### src/rtl/display_pkg.sv
// Shared definitions for the seven-segment scan controller.
//   seg_t          : 8-bit active-low segment word, [0]=a .. [6]=g, [7]=dp
//   GLYPH_0..F     : hex glyphs with the decimal point off (bit 7 = 1)
//   calc_sub_div() : prescaler divide ratio so that 16 PWM phases make one digit slot
package display_pkg;

  typedef logic [7:0] seg_t;

  localparam int PHASES = 16;

  localparam seg_t GLYPH_0 = 8'hC0;
  localparam seg_t GLYPH_1 = 8'hF9;
  localparam seg_t GLYPH_2 = 8'hA4;
  localparam seg_t GLYPH_3 = 8'hB0;
  localparam seg_t GLYPH_4 = 8'h99;
  localparam seg_t GLYPH_5 = 8'h92;
  localparam seg_t GLYPH_6 = 8'h82;
  localparam seg_t GLYPH_7 = 8'hF8;
  localparam seg_t GLYPH_8 = 8'h80;
  localparam seg_t GLYPH_9 = 8'h90;
  localparam seg_t GLYPH_A = 8'h88;
  localparam seg_t GLYPH_B = 8'h83;
  localparam seg_t GLYPH_C = 8'hC6;
  localparam seg_t GLYPH_D = 8'hA1;
  localparam seg_t GLYPH_E = 8'h86;
  localparam seg_t GLYPH_F = 8'h8E;

  function automatic int calc_sub_div(input int clk_hz, input int scan_hz);
    return clk_hz / (PHASES * scan_hz);
  endfunction

endpackage

### src/rtl/seg7_hex_decode.sv
// Combinational hex nibble to seven-segment glyph (active-low).
//   nibble : input  [3:0] hex value
//   glyph  : output [6:0] segments g..a, 0 = lit
module seg7_hex_decode
  import display_pkg::*;
(
  input  logic [3:0] nibble,
  output logic [6:0] glyph
);

  always_comb begin
    glyph = GLYPH_0[6:0];
    case (nibble)
      4'h0: glyph = GLYPH_0[6:0];
      4'h1: glyph = GLYPH_1[6:0];
      4'h2: glyph = GLYPH_2[6:0];
      4'h3: glyph = GLYPH_3[6:0];
      4'h4: glyph = GLYPH_4[6:0];
      4'h5: glyph = GLYPH_5[6:0];
      4'h6: glyph = GLYPH_6[6:0];
      4'h7: glyph = GLYPH_7[6:0];
      4'h8: glyph = GLYPH_8[6:0];
      4'h9: glyph = GLYPH_9[6:0];
      4'hA: glyph = GLYPH_A[6:0];
      4'hB: glyph = GLYPH_B[6:0];
      4'hC: glyph = GLYPH_C[6:0];
      4'hD: glyph = GLYPH_D[6:0];
      4'hE: glyph = GLYPH_E[6:0];
      4'hF: glyph = GLYPH_F[6:0];
    endcase
  end

endmodule

### src/rtl/scan_display_ctrl.sv
// Time-multiplexed seven-segment controller for DIGITS common-anode digits,
// with double-buffered updates, per-digit blanking/dp and 16-level PWM.
//   clk, rst_            : clock, synchronous active-high reset
//   wr_valid/wr_ready    : write handshake into the pending buffer
//   wr_data/wr_dp/wr_en  : nibble, decimal point and enable per digit
//   brightness           : duty level, digit lit for phases 0..brightness
//   an                   : anode drive, active-low
//   seg                  : segment drive, active-low, [7] = dp
//   frame_start          : one-cycle pulse as digit 0's slot begins
module scan_display_ctrl
  import display_pkg::*;
#(
  parameter int DIGITS  = 8,
  parameter int CLK_HZ  = 100_000_000,
  parameter int SCAN_HZ = 1000
) (
  input  logic                  clk,
  input  logic                  rst_,
  input  logic                  wr_valid,
  output logic                  wr_ready,
  input  logic [4*DIGITS-1:0]   wr_data,
  input  logic [DIGITS-1:0]     wr_dp,
  input  logic [DIGITS-1:0]     wr_en,
  input  logic [3:0]            brightness,
  output logic [DIGITS-1:0]     an,
  output seg_t                  seg,
  output logic                  frame_start
);

  localparam int SUB_DIV = calc_sub_div(CLK_HZ, SCAN_HZ);
  localparam int PW      = (SUB_DIV > 1) ? $clog2(SUB_DIV) : 1;
  localparam int IW      = (DIGITS > 1) ? $clog2(DIGITS) : 1;

  logic [PW-1:0] presc_q;
  logic [3:0]    phase_q;
  logic [IW-1:0] idx_q;

  logic sub_tick, phase_wrap, frame_wrap;

  assign sub_tick   = (presc_q == PW'(SUB_DIV - 1));
  assign phase_wrap = sub_tick && (phase_q == 4'hF);
  assign frame_wrap = phase_wrap && (idx_q == IW'(DIGITS - 1));

  always_ff @(posedge clk) begin
    if (rst_) begin
      presc_q <= '0;
      phase_q <= '0;
      idx_q   <= '0;
    end else begin
      presc_q <= sub_tick ? '0 : presc_q + PW'(1);
      if (sub_tick)
        phase_q <= phase_q + 4'd1;
      if (phase_wrap)
        idx_q <= frame_wrap ? '0 : idx_q + IW'(1);
    end
  end

  logic [4*DIGITS-1:0] pend_data, act_data;
  logic [DIGITS-1:0]   pend_dp, pend_en, act_dp, act_en;
  logic                pend_full;

  assign wr_ready = !pend_full;

  // Swap and accept are exclusive: a swap needs pend_full, which holds wr_ready low.
  always_ff @(posedge clk) begin
    if (rst_) begin
      pend_data <= '0;
      pend_dp   <= '0;
      pend_en   <= '0;
      pend_full <= 1'b0;
      act_data  <= '0;
      act_dp    <= '0;
      act_en    <= '0;
    end else if (frame_wrap && pend_full) begin
      act_data  <= pend_data;
      act_dp    <= pend_dp;
      act_en    <= pend_en;
      pend_full <= 1'b0;
    end else if (wr_valid && !pend_full) begin
      pend_data <= wr_data;
      pend_dp   <= wr_dp;
      pend_en   <= wr_en;
      pend_full <= 1'b1;
    end
  end

  logic [3:0]        cur_nibble;
  logic [6:0]        cur_glyph;
  logic              lit;
  logic [DIGITS-1:0] an_d;

  assign cur_nibble = act_data[{idx_q, 2'b00} +: 4];
  assign lit        = act_en[idx_q] && (phase_q <= brightness);

  seg7_hex_decode u_decode (
    .nibble (cur_nibble),
    .glyph  (cur_glyph)
  );

  always_comb begin
    an_d = '1;
    if (lit)
      an_d[idx_q] = 1'b0;
  end

  always_ff @(posedge clk) begin
    if (rst_) begin
      an          <= '1;
      seg         <= 8'hFF;
      frame_start <= 1'b0;
    end else begin
      an          <= an_d;
      seg         <= {~act_dp[idx_q], cur_glyph};
      frame_start <= frame_wrap;
    end
  end

endmodule

### config.mk
export PLATFORM = sky130hd
export DESIGN_NAME = scan_display_ctrl
export DESIGN_NICKNAME = d
export VERILOG_FILES = /design/src/rtl/display_pkg.sv /design/src/rtl/seg7_hex_decode.sv /design/src/rtl/scan_display_ctrl.sv
export SDC_FILE = /design/constraint.sdc
export NUM_CORES = 1
export LEC_CHECK = 0
export ABC_AREA = 1
export BUFFER_PORTS_ARGS = -buffer_cell sky130_fd_sc_hd__buf_2
export CORE_MARGIN = 2
export CORE_UTILIZATION = 43
export CTS_CLUSTER_SIZE = 20
export DETAILED_ROUTE_END_ITERATION = 8
export PLACE_DENSITY_LB_ADDON = 0.25
export SLEW_MARGIN = 0
export SYNTH_ARGS = -nofsm -noshare
export SYNTH_HDL_FRONTEND = slang
export SYNTH_SLANG_ARGS = --single-unit
### constraint.sdc
create_clock -name clk -period 2.3 [get_ports clk]
set_input_delay 0.23 -clock clk [delete_from_list [all_inputs] [get_ports clk]]
set_output_delay 0.23 -clock clk [all_outputs]
set_load 0.03 [all_outputs]
==> run metrics, run 1 <==
final WL=about 13000 um; FFs w/ async S/R, synth=0%; IO buf count=72; reg2reg start=idx_q[2]; worst min path class=primary input to flip-flop; post-route minimum period=between 2000 and 2500 ps; Filler Cell Count=about 1.3k; Register-to-Register Path Depth=12; Slew Viols, Final=0; R2R setup slack=~280 ps; GR Layer Usage met2=28.4%; net count after synthesis=just over 900; area of the die=between 10000 and 15000 um2; GP Congestion=approximately 0.84; commonest non-fill, non-tap cell in the layout=nand2_1; # Post-CTS Setup Buffers=0; Crit Path Max Fanout=9; DRT iter0 DRCs=a little over 300; total CTS buffers=17; H-tree Lvls=4; die width=121 um; largest net degree at the start of global routing=76; Crit path max-delay family=simple AND/OR/NAND/NOR gates; maximum VDD drop=between 0.4 and 0.5 mV; Worst-path clk slew=60 ps; critical-path cell list=nand2_1 -> nor2_1 -> nand2_1 -> nand2_1 -> nor2_1 -> nand2_1 -> inv_1 -> ha_1 -> o21ai_0 -> nor2_1 -> nor2_1 -> nand2_1; RSZ-0062 raised after global routing=false; outcome=finished clean; storage element area=between 2000 and 3000 um2; Top cell by count, worst path=nand2_1; Routed Antenna Nets=0; setup TNS=0 ps; worst slew pin tran=approximately 580 ps; cell count after synthesis=840; Crit path depth=12; Avg WL per Cell=between 10 and 15 um; top_reg_cell synth=dfxtp_1; area of the multi-input gates=2670 um2; layout cell share with drive strength beyond 1=14.3%; Mean Syn Cell Area=between 7 and 8 um2; Starting Density=44.5%; final hold viol count=0; end of the critical path=seg[1]; synthesized flop and latch total=around 130; Row Count=42; gr usage total=18.8%; vias in the first global route=4786; Worst Setup End Kind=flip-flop; Post-synth EDFFs=0; dpl hpwl=just over 9000 um; global-route wire length before repair=22000 um; final setup vio count=0; final net count=963; Max-Cap Viols=0; clk_skew=a little under 10 ps; First-pass DRT Iterations=5; GRT busiest layer=met2; CTS tree=built; Netlist Area Pre-Place=5940 um2; number of unique standard cell types used by synthesis=32; crit-path max cell delay=around 480 ps; Clock Tree Buf Depth=2; critical path arrival=2330 ps; Leak Pwr=about 3 nW; die height=between 100 and 150 um; CP Launch Point=idx_q[2]; number of diodes=0; Sink Count=roughly 130; met1 GRT Util=25.3%; fin util=between 50% and 60%; Layout area overhead=19.5%; Vias=roughly 5.2k; relative slew slack=between 60% and 70%; Residual DRC=0; Syn. warnings=0; Pwr per Cell Area=~800 nW/um2; GR Layer Usage met3=a little under 6%; Critical-path top delay cell=dfxtp_1; clk root buf=clkbuf_16; worst path bufs/invs=1; Final Cycle Share=88.0%; Fmax achieved=roughly 500 MHz; Startpoint Class=flip-flop; sequential-to-total area share from yosys stat=a little under half; CP required=approximately 2600 ps; Overflow after GRT=0; R2R Path End=seg[1]; DR vias/cell=4.82; crit path kind=flip-flop to flip-flop; IO Pins=73; initial antenna violation count=0; core area=approximately 13000 um2; Clk Latency, worst-skew pair=between 400 and 500 ps; commonest cells after routing, fill and taps aside=nand2_1 (160), nor2_1 (145), dfxtp_1 (133), inv_1 (92), buf_2 (72)
==> cells by family (layout without fill, tap and decap cells) <==
family,after synthesis,after routing,share of synthesized area (%)
AND/OR/NAND/NOR,414,414,30.5
buffers and inverters,148,215,9.89
flip-flops,134,134,45.2
AO/OA/AOI/OAI,127,127,11.0
adder cells (fa/ha/maj),14,14,2.95
XOR/XNOR,3,3,0.443
==> per-layer routing <==
layer / wire, um / part of all wire (%)
met5: 0 / 0
met4: 205 / 1.6
met1: 6480 / 50
met2: 5540 / 43
met3: 681 / 5.3
==> tightest hold or removal path: cells and delay by family <==
family	cells	cell delay, ps
AO/OA/AOI/OAI	2	160
buffers and inverters	1	70
==> registers in the layout, summed over array words and instances, names as in the netlist <==
name / flops
act_dp: 8
phase_q: 4
frame_start: 1
pend_data: 32
pend_full: 1
act_data: 32
pend_en: 8
seg: 8
act_en: 8
idx_q: 3
an: 8
presc_q: 13
pend_dp: 8
==> power breakdown <==
part | total (mW) | switching (mW) | internal (mW)
logic | 0.297 | 0.191 | 0.106
registers | 2.42 | 0.0196 | 2.40
clock network | 2.96 | 0.985 | 1.98
==> metrics by stage <==
stage	hold slack [ps]	power, mW	std cells	cell area (um2)	setup slack [ps]
global route	84.3	5.90	1083	7100	32.0
detailed placement	448	2.77	1051	6440	255
global placement	441	2.76	1051	6440	332
CTS	65.7	5.74	1083	7090	247
floorplan	398	2.67	840	5940	509
finish	81.4	5.68	1083	7100	277
==> synth_stat cells (all sizes together) (14+ instances only) <==
master  number  area (um2)
nand3       31         168
nand4       52         325
nor3        14        70.1
clkbuf      34         129
nor2       148         582
ha          14         175
dfxtp      134        2680
buf         17        93.8
nand2      162         616
a21oi       62         310
inv         96         360
o21ai       59         295
==> what timing repair did <==
action	in CTS	in global routing
setup endpoints to repair	0	4
hold buffers	0	0
gates resized for setup	0	1
==> area by class of cell <==
class / instances / area share [%]
clock buffers: 20 / 6.44
clock inverters: 12 / 2.80
inverters: 97 / 5.13
multi-input cells: 558 / 37.6
flip-flops and latches: 134 / 37.8
well taps: 176 / 3.10
repair buffers: 86 / 7.09
==> how the worst min path moves through the flow <==
stage          slack [ps]             to  cells after the start          start
2_1_floorplan         400      pend_full                      2       wr_valid
3_3_place_gp          440  pend_data[31]                      2  pend_data[31]
3_5_place_dp          450  pend_data[29]                      2  pend_data[29]
4_1_cts                70   pend_data[4]                      3     wr_data[4]
5_1_grt                80   pend_data[4]                      3     wr_data[4]
6_report               80   pend_data[4]                      3     wr_data[4]
Note: power is estimated with default switching activity, not from simulation.
==> run 2: changes to the inputs <==
--- a/config.mk
+++ b/config.mk
@@ -8,7 +8,7 @@
 export ABC_AREA = 1
 export BUFFER_PORTS_ARGS = -buffer_cell sky130_fd_sc_hd__buf_2
 export CORE_MARGIN = 2
-export CORE_UTILIZATION = 43
+export CORE_UTILIZATION = 45
 export CTS_CLUSTER_SIZE = 20
 export DETAILED_ROUTE_END_ITERATION = 8
 export PLACE_DENSITY_LB_ADDON = 0.25
==> run 2 against run 1 <==
Sequential share of layout area rose by 0.29 points. First-iteration DRC count up 1.6%. Flip-flop and latch count unchanged. Routed wire length about the same. Sequential power is essentially flat. Via count increased by 1.2%. Hold slack lost 10 ps. Cell count barely moved. Highest routed layer unchanged.
==> run metrics, run 2 (synthesis gave the netlist of run 1 again) <==
outcome=finished clean (unchanged); Crit path max-delay family=simple AND/OR/NAND/NOR gates (unchanged); worst path bufs/invs=1 (unchanged); setup TNS=0 ps (unchanged); Pwr per Cell Area=764 nW/um2 (was 800 nW/um2); RSZ-0062 raised after global routing=false (unchanged); crit-path max cell delay=470 ps (was 480 ps); clk_skew=10.1 ps (was 9.66 ps); final net count=966 (was 963); Worst-path clk slew=60 ps (about the same); initial antenna violation count=0 (unchanged); die width=119 um (was 121 um); Filler Cell Count=1276 (was 1318); total CTS buffers=17 (unchanged); Top cell by count, worst path=nand2_1 (unchanged); R2R setup slack=340 ps (was 280 ps); GP Congestion=0.847 (was 0.836); vias in the first global route=4880 (was 4786); worst slew pin tran=587 ps (was 584 ps); largest net degree at the start of global routing=97 (was 76); # Post-CTS Setup Buffers=0 (unchanged); Crit Path Max Fanout=9 (unchanged); fin util=55.1% (was 53.2%); H-tree Lvls=4 (unchanged); area of the die=14100 um2 (was 14800 um2); Slew Viols, Final=0 (unchanged); Largest regs=act_data x32, pend_data x32, presc_q x13 (unchanged); global-route wire length before repair=22400 um (was 22000 um); Overflow after GRT=0 (unchanged); DR vias/cell=4.88 (was 4.82); critical-path cell list=nand2_1 -> nor2_1 -> nand2_1 -> nand2_1 -> nor2_1 -> nand2_1 -> inv_1 -> ha_1 -> o21ai_0 -> nor2_1 -> nor2_1 -> nand2_1 (unchanged); core area=12800 um2 (was 13300 um2); final hold viol count=0 (unchanged); Clock Tree Buf Depth=2 (unchanged); Final Cycle Share=85.4% (was 88.0%); Clk Latency, worst-skew pair=420 ps (about the same); DRT iter0 DRCs=309 (was 304); gr usage total=19.5% (was 18.8%); Startpoint Class=flip-flop (unchanged); Row Count=41 (was 42); Max-Cap Viols=0 (unchanged); commonest non-fill, non-tap cell in the layout=nand2_1 (unchanged); Sink Count=134 (unchanged); layout cell share with drive strength beyond 1=14.5% (was 14.3%); Avg WL per Cell=11.9 um (about the same); number of diodes=0 (unchanged); Leak Pwr=3.05 nW (was 3.06 nW); Layout area overhead=18.6% (was 19.5%); Residual DRC=0 (unchanged); Worst Setup End Kind=flip-flop (unchanged); Vias=5285 (was 5221); die height=119 um (was 121 um); final setup vio count=0 (unchanged); Routed Antenna Nets=0 (unchanged); post-route minimum period=1960 ps (was 2020 ps); maximum VDD drop=0.545 mV (was 0.474 mV); Hold Buf Count CTS=0 (unchanged); IO Pins=73 (unchanged); Starting Density=46.5% (was 44.5%); CTS resizes=0 (unchanged); final WL=12900 um (about the same); CTS tree=built (unchanged); crit path kind=flip-flop to flip-flop (unchanged); Critical-path top delay cell=dfxtp_1 (unchanged); relative slew slack=60.6% (was 60.8%); Fmax achieved=509 MHz (was 494 MHz); clk root buf=clkbuf_16 (unchanged); worst min path class=primary input to flip-flop (unchanged); critical path arrival=2280 ps (was 2330 ps); IO buf count=72 (unchanged); CP required=2610 ps (about the same); commonest cells after routing, fill and taps aside=nand2_1 (160), nor2_1 (145), dfxtp_1 (133), inv_1 (92), buf_2 (72) (unchanged); dpl hpwl=9130 um (was 9060 um); First-pass DRT Iterations=4 (was 5)
-- run 2: changes by cell type in the layout (fill, tap and decap cells not counted), sizes merged --
cell	delta
clkbuf	+1
bufinv	-3
clkinvlp	-1
clkinv	+2
inv	+1
buf	+3
-- run 2: per-stage QoR --
stage / setup WS, ps / power [mW] / hold WS [ps] / instance area [um2] / cells
floorplan: 509 / 2.67 / 398 / 5940 / 840
finish: 336 / 5.38 / 71.1 / 7040 / 1082
detailed placement: 258 / 2.77 / 447 / 6460 / 1050
global placement: 345 / 2.77 / 441 / 6460 / 1050
global route: 60.1 / 5.61 / 82.0 / 7040 / 1082
CTS: 253 / 5.43 / 58.3 / 7040 / 1082
-- run 2: path summary, 6_finish.rpt --
path,from,end,cells past startpoint
worst max-delay path,idx_q[2],seg[1],12
worst min-delay path,wr_data[3],pend_data[3],3
worst max register to register,idx_q[2],seg[1],12
worst min register to register,pend_data[0],pend_data[0],2
-- run 2: cell type report --
| class | instances | area, um2 | area share [%] |
|---|---|---|---|
| clock buffer | 21 | 460 | 6.54 |
| inverter | 97 | 364 | 5.17 |
| sequential | 134 | 2680 | 38.1 |
| timing repair buffer | 89 | 526 | 7.46 |
| multi-input combinational | 558 | 2670 | 37.9 |
| tap | 172 | 215 | 3.06 |
| clock inverter | 11 | 124 | 1.76 |
-- run 2: where the power goes --
part           switching (mW)  leakage (nW)  internal (mW)
Clock                    1.01         0.280           1.65
Combinational           0.193          1.68          0.110
Sequential             0.0204          1.09           2.40
Total                    1.22          3.05           4.16
-- run 2: worst register-to-register path: cells and delay by family (launching register included) --
family / cells / cell delay (ps)
AOI/OAI and AO/OA: 1 / 120
adders and majority gates: 1 / 290
buffers and inverters: 1 / 90
DFF: 1 / 470
and+or+nand+nor: 9 / 890
-- run 2: layer usage --
metal / track usage [%] / wire [um]
met1: 27.1 / 6590
met2: 28.6 / 5520
met3: 5.56 / 628
met4: 7.44 / 173
met5: 0 / 0
==> run 3: changes to the inputs <==
--- a/config.mk
+++ b/config.mk
@@ -6,11 +6,11 @@
 export NUM_CORES = 1
 export LEC_CHECK = 0
 export ABC_AREA = 1
-export BUFFER_PORTS_ARGS = -buffer_cell sky130_fd_sc_hd__buf_2
 export CORE_MARGIN = 2
-export CORE_UTILIZATION = 45
+export CORE_UTILIZATION = 50
 export CTS_CLUSTER_SIZE = 20
 export DETAILED_ROUTE_END_ITERATION = 8
+export DONT_BUFFER_PORTS = 1
 export PLACE_DENSITY_LB_ADDON = 0.25
 export SLEW_MARGIN = 0
 export SYNTH_ARGS = -nofsm -noshare
==> run 3 against run 2 <==
The flow now finishes with violations (DRC). Non-clock buffer count decreased by 70. Critical path type unchanged. Global-route usage increased by 2.3 points. Critical path depth unchanged. Die area decreased by 9.7%. Combinational power decreased by 16%. Sequential share of layout area increased by 1.5 points. Register-to-register slack got worse by 40 ps. Total power increased by 4.8%. Count of clock-buffer cells in the layout increased by 1.
==> run metrics, run 3 (synthesis gave the netlist of run 1 again) <==
Fmax achieved=498 MHz (was 509 MHz); Register-to-Register Path Depth=12 (unchanged); area of the die=12800 um2 (was 14100 um2); final net count=896 (was 966); DR vias/cell=5.29 (was 4.88); First-pass DRT Iterations=7 (was 4); Startpoint Class=flip-flop (unchanged); RSZ-0062 raised after global routing=false (unchanged); Largest regs=act_data x32, pend_data x32, presc_q x13 (unchanged); die width=113 um (was 119 um); Sink Count=134 (unchanged); relative slew slack=63.1% (was 60.6%); final hold viol count=0 (unchanged); total CTS buffers=17 (unchanged); global-route wire length before repair=22700 um (was 22400 um); Worst-path clk slew=60 ps (about the same); Clk Latency, worst-skew pair=420 ps (about the same); final setup vio count=0 (unchanged); DRT iter0 DRCs=472 (was 309); IO buf count=0 (was 72); Residual DRC=7 (was 0); clk_skew=6.85 ps (was 10.1 ps); Power, Total=5.64 mW (was 5.38 mW); vias in the first global route=4879 (was 4880); CTS tree=built (unchanged); worst slew pin tran=549 ps (was 587 ps); Leak Pwr=2.83 nW (was 3.05 nW); post-route minimum period=2010 ps (was 1960 ps); die height=113 um (was 119 um); CP Launch Point=idx_q[2] (unchanged); gr usage total=21.8% (was 19.5%); reg2reg start=idx_q[2] (unchanged); initial antenna violation count=0 (unchanged); Overflow after GRT=0 (unchanged); Routed Antenna Nets=0 (unchanged); Cell Count, Final, Fillers Out=983 (was 1082); layout cell share with drive strength beyond 1=6.67% (was 14.5%); Pwr per Cell Area=833 nW/um2 (was 764 nW/um2); CP required=2580 ps (was 2610 ps); end of the critical path=seg[3] (was seg[1]); core area=11500 um2 (was 12800 um2); Crit Path Max Fanout=9 (unchanged); failing checks=DRC; fin util=58.8% (was 55.1%); Worst Setup End Kind=flip-flop (unchanged); largest net degree at the start of global routing=76 (was 97); number of diodes=0 (unchanged); # Post-CTS Setup Buffers=0 (unchanged); Row Count=39 (was 41); dpl hpwl=8910 um (was 9130 um); final WL=13200 um (was 12900 um); IO Pins=73 (unchanged); Clock Tree Buf Depth=2 (unchanged); crit path kind=flip-flop to flip-flop (unchanged); critical path arrival=2290 ps (was 2280 ps); Layout area overhead=14.0% (was 18.6%); H-tree Lvls=4 (unchanged); commonest cells after routing, fill and taps aside=nand2_1 (160), nor2_1 (145), dfxtp_1 (133), inv_1 (92), a21oi_1 (62) (was nand2_1 (160), nor2_1 (145), dfxtp_1 (133), inv_1 (92), buf_2 (72)); Slew Viols, Final=0 (unchanged); Starting Density=51.5% (was 46.5%); R2R setup slack=290 ps (was 340 ps); setup TNS=0 ps (unchanged); commonest non-fill, non-tap cell in the layout=nand2_1 (unchanged); outcome=complete, but fails checks (was finished clean); Max-Cap Viols=0 (unchanged); maximum VDD drop=0.515 mV (was 0.545 mV); placed cell count=944 (was 1050); Final Cycle Share=87.3% (was 85.4%); worst min path class=primary input to flip-flop (unchanged); Avg WL per Cell=13.4 um (was 11.9 um); Vias=5204 (was 5285); GP Congestion=0.896 (was 0.847); R2R Path End=seg[3] (was seg[1]); clk root buf=clkbuf_16 (unchanged)
## run 3: layer usage
layer  track usage, %  share of wire (%)
met1             30.3                 48
met2             33.4                 45
met3             4.77                5.5
met4             8.05                1.4
met5                0                  0
## run 3: cell type report
type	count	area, um2
well taps	143	179
clock inverters	10	165
inverters	97	364
repair buffers	19	223
fillers	1075	4750
clock buffers	22	484
multi-input cells	558	2670
flip-flops and latches	134	2680
## run 3: metrics by stage
| stage | hold WS (ps) | instance area, um2 | setup slack, ps |
|---|---|---|---|
| finish | 7.89 | 6770 | 291 |
| global placement | 305 | 6050 | 353 |
| floorplan | 398 | 5940 | 509 |
| global route | 12.6 | 6770 | 6.84 |
| CTS | 0.0994 | 6770 | 257 |
| detailed placement | 309 | 6050 | 269 |
## run 3: power by group
| part | internal [mW] | switching [mW] | total, mW |
|---|---|---|---|
| Sequential | 2.40 | 0.0326 | 2.43 |
| Clock | 1.94 | 1.02 | 2.95 |
| Combinational | 0.0806 | 0.173 | 0.254 |
## run 3: how the worst min path moves through the flow
| stage | startpoint | end | slack, ps | depth (start not counted) |
|---|---|---|---|---|
| 6_report | wr_data[22] | pend_data[22] | 8 | 2 |
| 4_1_cts | wr_data[18] | pend_data[18] | 0.1 | 2 |
| 2_1_floorplan | wr_valid | pend_full | 400 | 2 |
| 3_3_place_gp | rst_ | phase_q[3] | 300 | 1 |
| 3_5_place_dp | rst_ | phase_q[3] | 310 | 1 |
| 5_1_grt | wr_dp[5] | pend_dp[5] | 10 | 2 |
## run 3: repair_timing
| item | 4_1_cts | 5_1_grt |
|---|---|---|
| setup endpoints to repair | 0 | 4 |
| hold endpoints to repair | 11 | 0 |
| hold buffers | 7 | 0 |
| resized for setup | 0 | 1 |
## run 3: worst max-delay path, cell delays in order, from the launching register on
cell	delay [ps]
dfxtp_1	460
nand2_1	170
nor2_1	200
nand2_1	90
nand2_1	60
nor2_1	50
nand2_1	110
inv_1	100
ha_1	240
inv_1	100
nand2_1	90
nand3_1	120
nand3_1	80
